**config.mk**
```make
export PLATFORM = sky130hd
export DESIGN_NAME = bram_arbiter
export DESIGN_NICKNAME = d
export VERILOG_FILES = /design/src/rtl/bram_arbiter_pkg.sv /design/src/rtl/bram_arbiter_rr_pick2.sv /design/src/rtl/bram_arbiter.sv
export SDC_FILE = /design/constraint.sdc
export NUM_CORES = 1
export LEC_CHECK = 0
export CORE_MARGIN = 10
export CORE_UTILIZATION = 31
export CTS_CLUSTER_DIAMETER = 30
export DETAILED_ROUTE_END_ITERATION = 10
export GPL_ROUTABILITY_DRIVEN = 1
export GPL_TIMING_DRIVEN = 0
export MAX_ROUTING_LAYER = met4
export PLACE_DENSITY = 0.88
export SYNTH_ARGS = -nofsm -noshare
export SYNTH_HDL_FRONTEND = slang
export SYNTH_HIERARCHICAL = 1
export SYNTH_SLANG_ARGS = --single-unit
```
**constraint.sdc**
```tcl
create_clock -name clk -period 2.1 [get_ports clk]
set_input_delay 0.315 -clock clk [delete_from_list [all_inputs] [get_ports clk]]
set_output_delay 0.315 -clock clk [all_outputs]
set_load 0.02 [all_outputs]
```
**src/rtl/bram_arbiter_pkg.sv**
```systemverilog
// Shared encodings for the two-port BRAM block-transfer arbiter.
package bram_arbiter_pkg;

  localparam logic [1:0] ARB_IDLE  = 2'd0;
  localparam logic [1:0] ARB_ISSUE = 2'd1;
  localparam logic [1:0] ARB_BUSY  = 2'd2;
  localparam logic [1:0] ARB_COOL  = 2'd3;

  localparam logic MEM_READ  = 1'b0;
  localparam logic MEM_WRITE = 1'b1;

  typedef logic [1:0] arb_state_t;

  localparam int COOL_W = 3;

  // Cooldown counter reload; out-of-range settings are pulled into 1..7.
  function automatic logic [COOL_W-1:0] cool_reload(input int cycles);
    int c;
    c = cycles;
    if (c < 1) c = 1;
    if (c > 7) c = 7;
    return COOL_W'(c - 1);
  endfunction

endpackage

```
**src/rtl/bram_arbiter_rr_pick2.sv**
```systemverilog
// Two-way request picker: round-robin against the last owner, or port 1 fixed-wins.
module bram_arbiter_rr_pick2 #(
  parameter int FIXED_PRIORITY = 0
) (
  input  logic req0,
  input  logic req1,
  input  logic last_grant,
  output logic any,
  output logic winner
);

  always_comb begin
    any    = req0 | req1;
    winner = req1;
    if (req0 && req1) begin
      if (FIXED_PRIORITY != 0) winner = 1'b1;
      else                     winner = ~last_grant;
    end
  end

endmodule

```
**src/rtl/bram_arbiter.sv**
```systemverilog
// Shares one block-transfer BRAM controller between the I-cache (port 0) and D-cache (port 1).
module bram_arbiter
  import bram_arbiter_pkg::*;
#(
  parameter int DATA_WIDTH      = 32,
  parameter int ADDR_WIDTH      = 16,
  parameter int FIXED_PRIORITY  = 0,
  parameter int COOLDOWN_CYCLES = 1
) (
  input  logic                  clk,
  input  logic                  rst_n,
  input  logic                  m0_req,
  input  logic                  m1_req,
  input  logic                  m0_rw,
  input  logic                  m1_rw,
  input  logic [ADDR_WIDTH-1:0] m0_addr,
  input  logic [ADDR_WIDTH-1:0] m1_addr,
  input  logic [DATA_WIDTH-1:0] m0_wdata,
  input  logic [DATA_WIDTH-1:0] m1_wdata,
  output logic                  m0_wdata_req,
  output logic                  m1_wdata_req,
  output logic [DATA_WIDTH-1:0] m0_rdata,
  output logic [DATA_WIDTH-1:0] m1_rdata,
  output logic                  m0_rvalid,
  output logic                  m1_rvalid,
  output logic                  m0_done,
  output logic                  m1_done,
  output logic [ADDR_WIDTH-1:0] mem_addr,
  output logic                  mem_req_op,
  output logic                  mem_rw,
  output logic [DATA_WIDTH-1:0] mem_wdata,
  input  logic                  mem_wdata_req,
  input  logic [DATA_WIDTH-1:0] mem_rdata,
  input  logic                  mem_rvalid,
  input  logic                  mem_finished
);

  localparam logic [COOL_W-1:0] COOL_LOAD = cool_reload(COOLDOWN_CYCLES);

  arb_state_t        state;
  logic              grant;
  logic              last_grant;
  logic [COOL_W-1:0] cool_cnt;
  logic              pick_any;
  logic              pick_winner;
  logic              xfer;
  logic              busy;

  bram_arbiter_rr_pick2 #(
    .FIXED_PRIORITY(FIXED_PRIORITY)
  ) u_pick (
    .req0      (m0_req),
    .req1      (m1_req),
    .last_grant(last_grant),
    .any       (pick_any),
    .winner    (pick_winner)
  );

  // Requester address/rw are captured at grant; later cycles use only the latched copies.
  always_ff @(posedge clk or negedge rst_n) begin
    if (!rst_n) begin
      state      <= ARB_IDLE;
      grant      <= 1'b0;
      last_grant <= 1'b1;
      mem_req_op <= 1'b0;
      mem_addr   <= '0;
      mem_rw     <= MEM_READ;
      cool_cnt   <= '0;
    end else begin
      case (state)
        ARB_IDLE: begin
          if (pick_any) begin
            grant      <= pick_winner;
            mem_addr   <= pick_winner ? m1_addr : m0_addr;
            mem_rw     <= pick_winner ? m1_rw : m0_rw;
            mem_req_op <= 1'b1;
            state      <= ARB_ISSUE;
          end
        end
        ARB_ISSUE: begin
          mem_req_op <= 1'b0;
          last_grant <= grant;
          state      <= ARB_BUSY;
        end
        ARB_BUSY: begin
          if (mem_finished) begin
            cool_cnt <= COOL_LOAD;
            state    <= ARB_COOL;
          end
        end
        ARB_COOL: begin
          if (cool_cnt == '0) state <= ARB_IDLE;
          else                cool_cnt <= cool_cnt - 1'b1;
        end
        default: state <= ARB_IDLE;
      endcase
    end
  end

  assign xfer = (state == ARB_ISSUE) || (state == ARB_BUSY);
  assign busy = (state == ARB_BUSY);

  // Data steering follows the registered grant; nothing leaks out in IDLE/COOL.
  always_comb begin
    mem_wdata = '0;
    if (xfer) mem_wdata = grant ? m1_wdata : m0_wdata;
  end

  assign m0_wdata_req = mem_wdata_req & xfer & ~grant;
  assign m1_wdata_req = mem_wdata_req & xfer &  grant;
  assign m0_rvalid    = mem_rvalid    & xfer & ~grant;
  assign m1_rvalid    = mem_rvalid    & xfer &  grant;
  assign m0_done      = mem_finished  & busy & ~grant;
  assign m1_done      = mem_finished  & busy &  grant;
  assign m0_rdata     = mem_rdata;
  assign m1_rdata     = mem_rdata;

endmodule
```
After elaboration in Yosys (flattened, before gate mapping):

Index checks and enable logic that the tools add are counted.

* flip-flop bits (word level): 25
* input port bits: 137
* output and inout bits: 120

* add/subtract/negate cells: 1
* equal/unequal tests: 7
* mux-type cells: 14
* bitwise operators: 12
* reductions and logical operators: 10

Operator list (number)
* 2-to-1 mux 32 bit: 2
* 2-to-1 mux 16 bit: 1
* AND 1 bit: 9
* != test 2 bit (second input constant): 4
* one-hot mux 2 bit (4 select lines): 1
* 2-to-1 mux 2 bit: 3
* 2-to-1 mux 3 bit: 2
* one-hot mux 3 bit (2 select lines): 1
* AND reduction 3 bit: 2
* == test 2 bit (second input constant): 2
* AND reduction 2 bit: 2
* nonzero test 2 bit: 2
* logical NOT 3 bit: 1
* 2-to-1 mux 1 bit: 3
* subtractor 3 x 1 -> 3 bit (second input constant): 1
* == test 2 x 1 -> 1 bit (second input constant): 1
* logical NOT 2 bit: 1
* inverter 1 bit: 2
* one-hot mux 1 bit (2 select lines): 1
* logical AND 1 bit: 1
* logical OR 1 bit: 1
* OR 1 bit: 1

Logic depth before layout (Yosys ltp):

* depth in word-level cells: 4
* mapped depth: 7

Modules after synthesis:

Netlist, hierarchy kept.

By module, submodules not included
* bram_arbiter: times used 1, cells an instance 262, area an instance 2349.8 µm²
* bram_arbiter_rr_pick2: times used 1, cells an instance 2, area an instance 13.8 µm²

Worst setup path after synthesis:

Ideal clock, no wire load.

* path type: flip-flop to output port
* start: reg state[0]
* end: out mem_wdata[10]
* arrival: 1471 ps
* data required time: 1785 ps
* path slack: 314 ps
* cell stages (with the launch flop): 6
* cells stage by stage: dfrtp_1 inv_1 ha_1 clkbuf_1 clkbuf_1 nor2b_1

* longest elaborated chain between the ends: 3
* elaborated cells on any way between the ends: 4
* those cells by class: eq/ne: 2; mux: 1; reduce/logical: 1

Ends and longest elaborated chain
* start, declared: RTL line bram_arbiter.sv:40 `arb_state_t state;`
* start signal, assigned: RTL line bram_arbiter.sv:62 `state <= ARB_IDLE;`
* start signal, assigned: RTL line bram_arbiter.sv:77 `state <= ARB_ISSUE;`
* start signal, assigned: RTL line bram_arbiter.sv:83 `state <= ARB_BUSY;`
* == test 2 x 1 -> 1 bit or == test 2 bit (tied branches): RTL line bram_arbiter.sv:100 `assign xfer = (state == ARB_ISSUE) || (state == ARB_BUSY);`
* logical OR 1 bit *: RTL line bram_arbiter.sv:100
* 2-to-1 mux 32 bit *: RTL line bram_arbiter.sv:106 `if (xfer) mem_wdata = grant ? m1_wdata : m0_wdata;`
* end, declared: RTL line bram_arbiter.sv:31 `output logic [DATA_WIDTH-1:0] mem_wdata,`

Mark *: on every way between the ends. The rest lies on a longest branch, timed or not.

Worst setup path after layout:

* start: reg state[0]
* end: out mem_wdata[27]

Same word-level chain as after synthesis.

==> out/metrics.yaml <==
run_status:
  outcome: "finished clean"
critical_path:
  critPathMaxStageDelay_ns: 0.38
  path_class: "register to primary output"
  worstPathCellList: "inv_1, ha_4, clkbuf_4, nor2b_1, buf_2"
  crit_path_start_kind: "register"
  cp-end-kind: "primary output"
  slowest_stage: "dfrtp_1"
  cp.required_ns: 1.78
  cp_max_fo: 10
  crit_arrival_ns: 1.63
clocking:
  cts_tree: "done"
  cts.sinks: 25
  ctsHtreeMaxLevel: 1
  cts-root-buf: "clkbuf_8"
  cts_inserted_buffers: 3
  cts.clk_slew.worst_paths_ns: 0.09
  cts_max_path_buffers: 2
  clock_latency_ns: 0.26
synthesis:
  yosysMostFrequentCell: "buf_4"
  synth_area_leaders: "dfrtp_1 25%, mux2i_1 22%, buf_4 21%"
  synth_compound_area_frac: 0.05664
  synthSimpleGateAreaFrac: 0.1620
  synthCells: 264
  ys_seq_area_frac: 0.2652
  syn_area_um2: 2364
  async_flop_share: 1.000
  synth_commonest_cells: "67 x buf_4, 52 x mux2i_1, 34 x nor2b_1"
  syn_nets: 407
  synth_fa_ha_area_frac: 0.03176
  synthMuxAreaShare: 0.2361
  synth-seq-cells: 25
  synth_edf_count: 0
  ys_types: 29
  ys_warn_count: 6
  synth_top_area_cell: "dfrtp_1"
  yosysTopAreaCellShare: 0.2541
  synthFlopType: "dfrtp_1"
  synth_xor_area_frac: 0
  synth_top_family_by_area: "buffers and inverters"
  synth_area_per_cell_um2: 8.953
finish:
  multi_input_area_um2: 1162
  fill_cells: 617
  fin_cells: 592
  regArea_um2: 626.9
  layout-drive-gt1-share: 0.2394
  area_delta_synth_final_pct: 96.72
  n_antenna_cell: 0
  layout.nets: 637
die:
  die_y_um: 107.3
  start_util: 0.3224
  die_w_um: 107.3
  ioPinCount: 257
  die_area_um2: 11520
  rows: 31
  coreArea_um2: 7331
global_route:
  grt_pass1_vias: 2660
  grt_use_met2: 0.3517
  grt_use_met1: 0.1732
  grt_first_pass_wirelength_um: 15500
  track_usage: 0.1762
  busiest_layer: "met2"
  overflow: 0
  antenna_found_initial: 0
  grt_use_met3: 0.04611
  grt_max_degree: 26
place:
  place_congestion: 0.8011
  io_buffer_count: 224
  dp_hpwl_um: 9991
  dp_worst_setup_slack_ns: -0.4276
  dp.cells: 587
route:
  routed_wirelength_um: 11170
  wl_per_cell_um: 18.86
  num_vias: 2542
  drc: 0
  drtIter0Drc: 62
  viasPerCell: 4.294
  drtAntennaViolNets: 0
  drt_first_pass_iters: 4
timing:
  setup_viol: 0
  fmax_mhz: 514.4
  hold_viol_final: 0
  worstMarginPinSlew_ns: 1.145
  fin_crit_sh: 0.9257
  finalClockSkew_ns: 0.003151
  grt_setup_unrepaired: "no"
  layout_min_cycle_time_ns: 1.944
  slew_headroom: 0.2345
  slew_viol_final: 0
  setup_ws_ns: 0.1561
power_and_ir_drop:
  power_leakage_nw: 2.167
  max-vdd-ir-drop_uv: 641.9
  power_density_nw_per_um2: 1138
run:
  max_cap_viol_count: 0
worst_hold_path:
  hold_path.class: "register to register"
-- worst paths after layout --
check / startpoint / end / slack, ns / depth (start not counted)
setup reg to reg: state[1] / state[1] / 0.49 / 5
max in group asynchronous: rst_n / mem_rw / 0.76 / 1
setup / recovery: state[0] / mem_wdata[27] / 0.16 / 5
min in group asynchronous: rst_n / cool_cnt[1] / 0.65 / 1
hold reg to reg: mem_addr[5] / mem_addr[5] / 0.54 / 2
hold / removal: mem_addr[5] / mem_addr[5] / 0.54 / 2
-- metrics by stage --
step	hold slack [ns]	TNS, ns	util	area [um2]	total power, mW
4_1_cts	0.5387	0	0.6511	4773	5.501
5_1_grt	0.5630	0	0.6342	4649	5.621
3_3_place_gp	0.5066	-10.97	0.6452	4730	5.289
3_5_place_dp	0.5161	-11.73	0.6452	4730	5.368
6_report	0.5357	0	0.6342	4649	5.293
2_1_floorplan	0.01941	0	-	2364	3.351
-- where the power goes --
| part | switching [mW] | leakage, nW | internal [mW] |
|---|---|---|---|
| Sequential | 0.124 | 0.285 | 0.720 |
| Combinational | 2.27 | 1.86 | 1.90 |
| Clock | 0.150 | 0.0228 | 0.135 |
-- layout make-up --
cell class / instances / area share
sequential: 25 / 0.1348
multi-input combinational: 154 / 0.2500
timing repair buffer: 226 / 0.4510
clock buffer: 4 / 0.009688
inverter: 5 / 0.004037
buffer: 79 / 0.1238
tap: 99 / 0.02664
-- cells by family after synthesis --
| group | Yosys count |
|---|---|
| buf+inv | 85 |
| fa+ha+maj | 6 |
| compound gates | 24 |
| mux | 55 |
| flops | 25 |
| simple gates | 69 |
-- layout by cell type (no fill, tap or decap), types with 2 or more instances in the layout --
master,netlist,layout
buf_4,67,69
nor2_1,19,19
dlygate4sd2_1,0,8
clkbuf_4,0,3
and3b_1,2,2
clkdlybuf4s50_1,0,186
nor2b_1,34,34
clkbuf_8,0,3
nand2_1,6,6
ha_1,6,5
inv_1,5,5
dfrtp_1,24,24
mux2i_1,52,52
clkbuf_1,5,2
clkbuf_2,0,22
buf_2,7,15
and3_1,3,3
a21oi_1,18,18
-- flip-flops by register name (all words and copies together), names as in the netlist --
name,cells
state,2
mem_req_op,1
grant,1
mem_addr,16
mem_rw,1
last_grant,1
cool_cnt,3
-- metal layers --
| layer | routed length (um) | share of wire |
|---|---|---|
| met1 | 3891 | 0.35 |
| met2 | 6350 | 0.57 |
| met3 | 912 | 0.082 |
| met4 | 13 | 0.0012 |
| met5 | 0 | 0 |
-- worst max-delay path, delay by kind of cell (launching register included) --
family	cells	cell delay (ns)
buffers and inverters	3	0.49
DFF	1	0.38
adders and majority gates	1	0.32
and+or+nand+nor	1	0.17
-- repair_timing --
| item | 4_1_cts | 5_1_grt |
|---|---|---|
| pin swaps | 0 | 0 |
| gates resized for setup | 79 | 37 |
| setup endpoints to repair | 38 | 27 |
| cloned | 0 | 0 |
| hold buffers | 0 | 0 |
| buffers inserted | 1 | 1 |
Note: power is estimated with default switching activity, not from simulation.
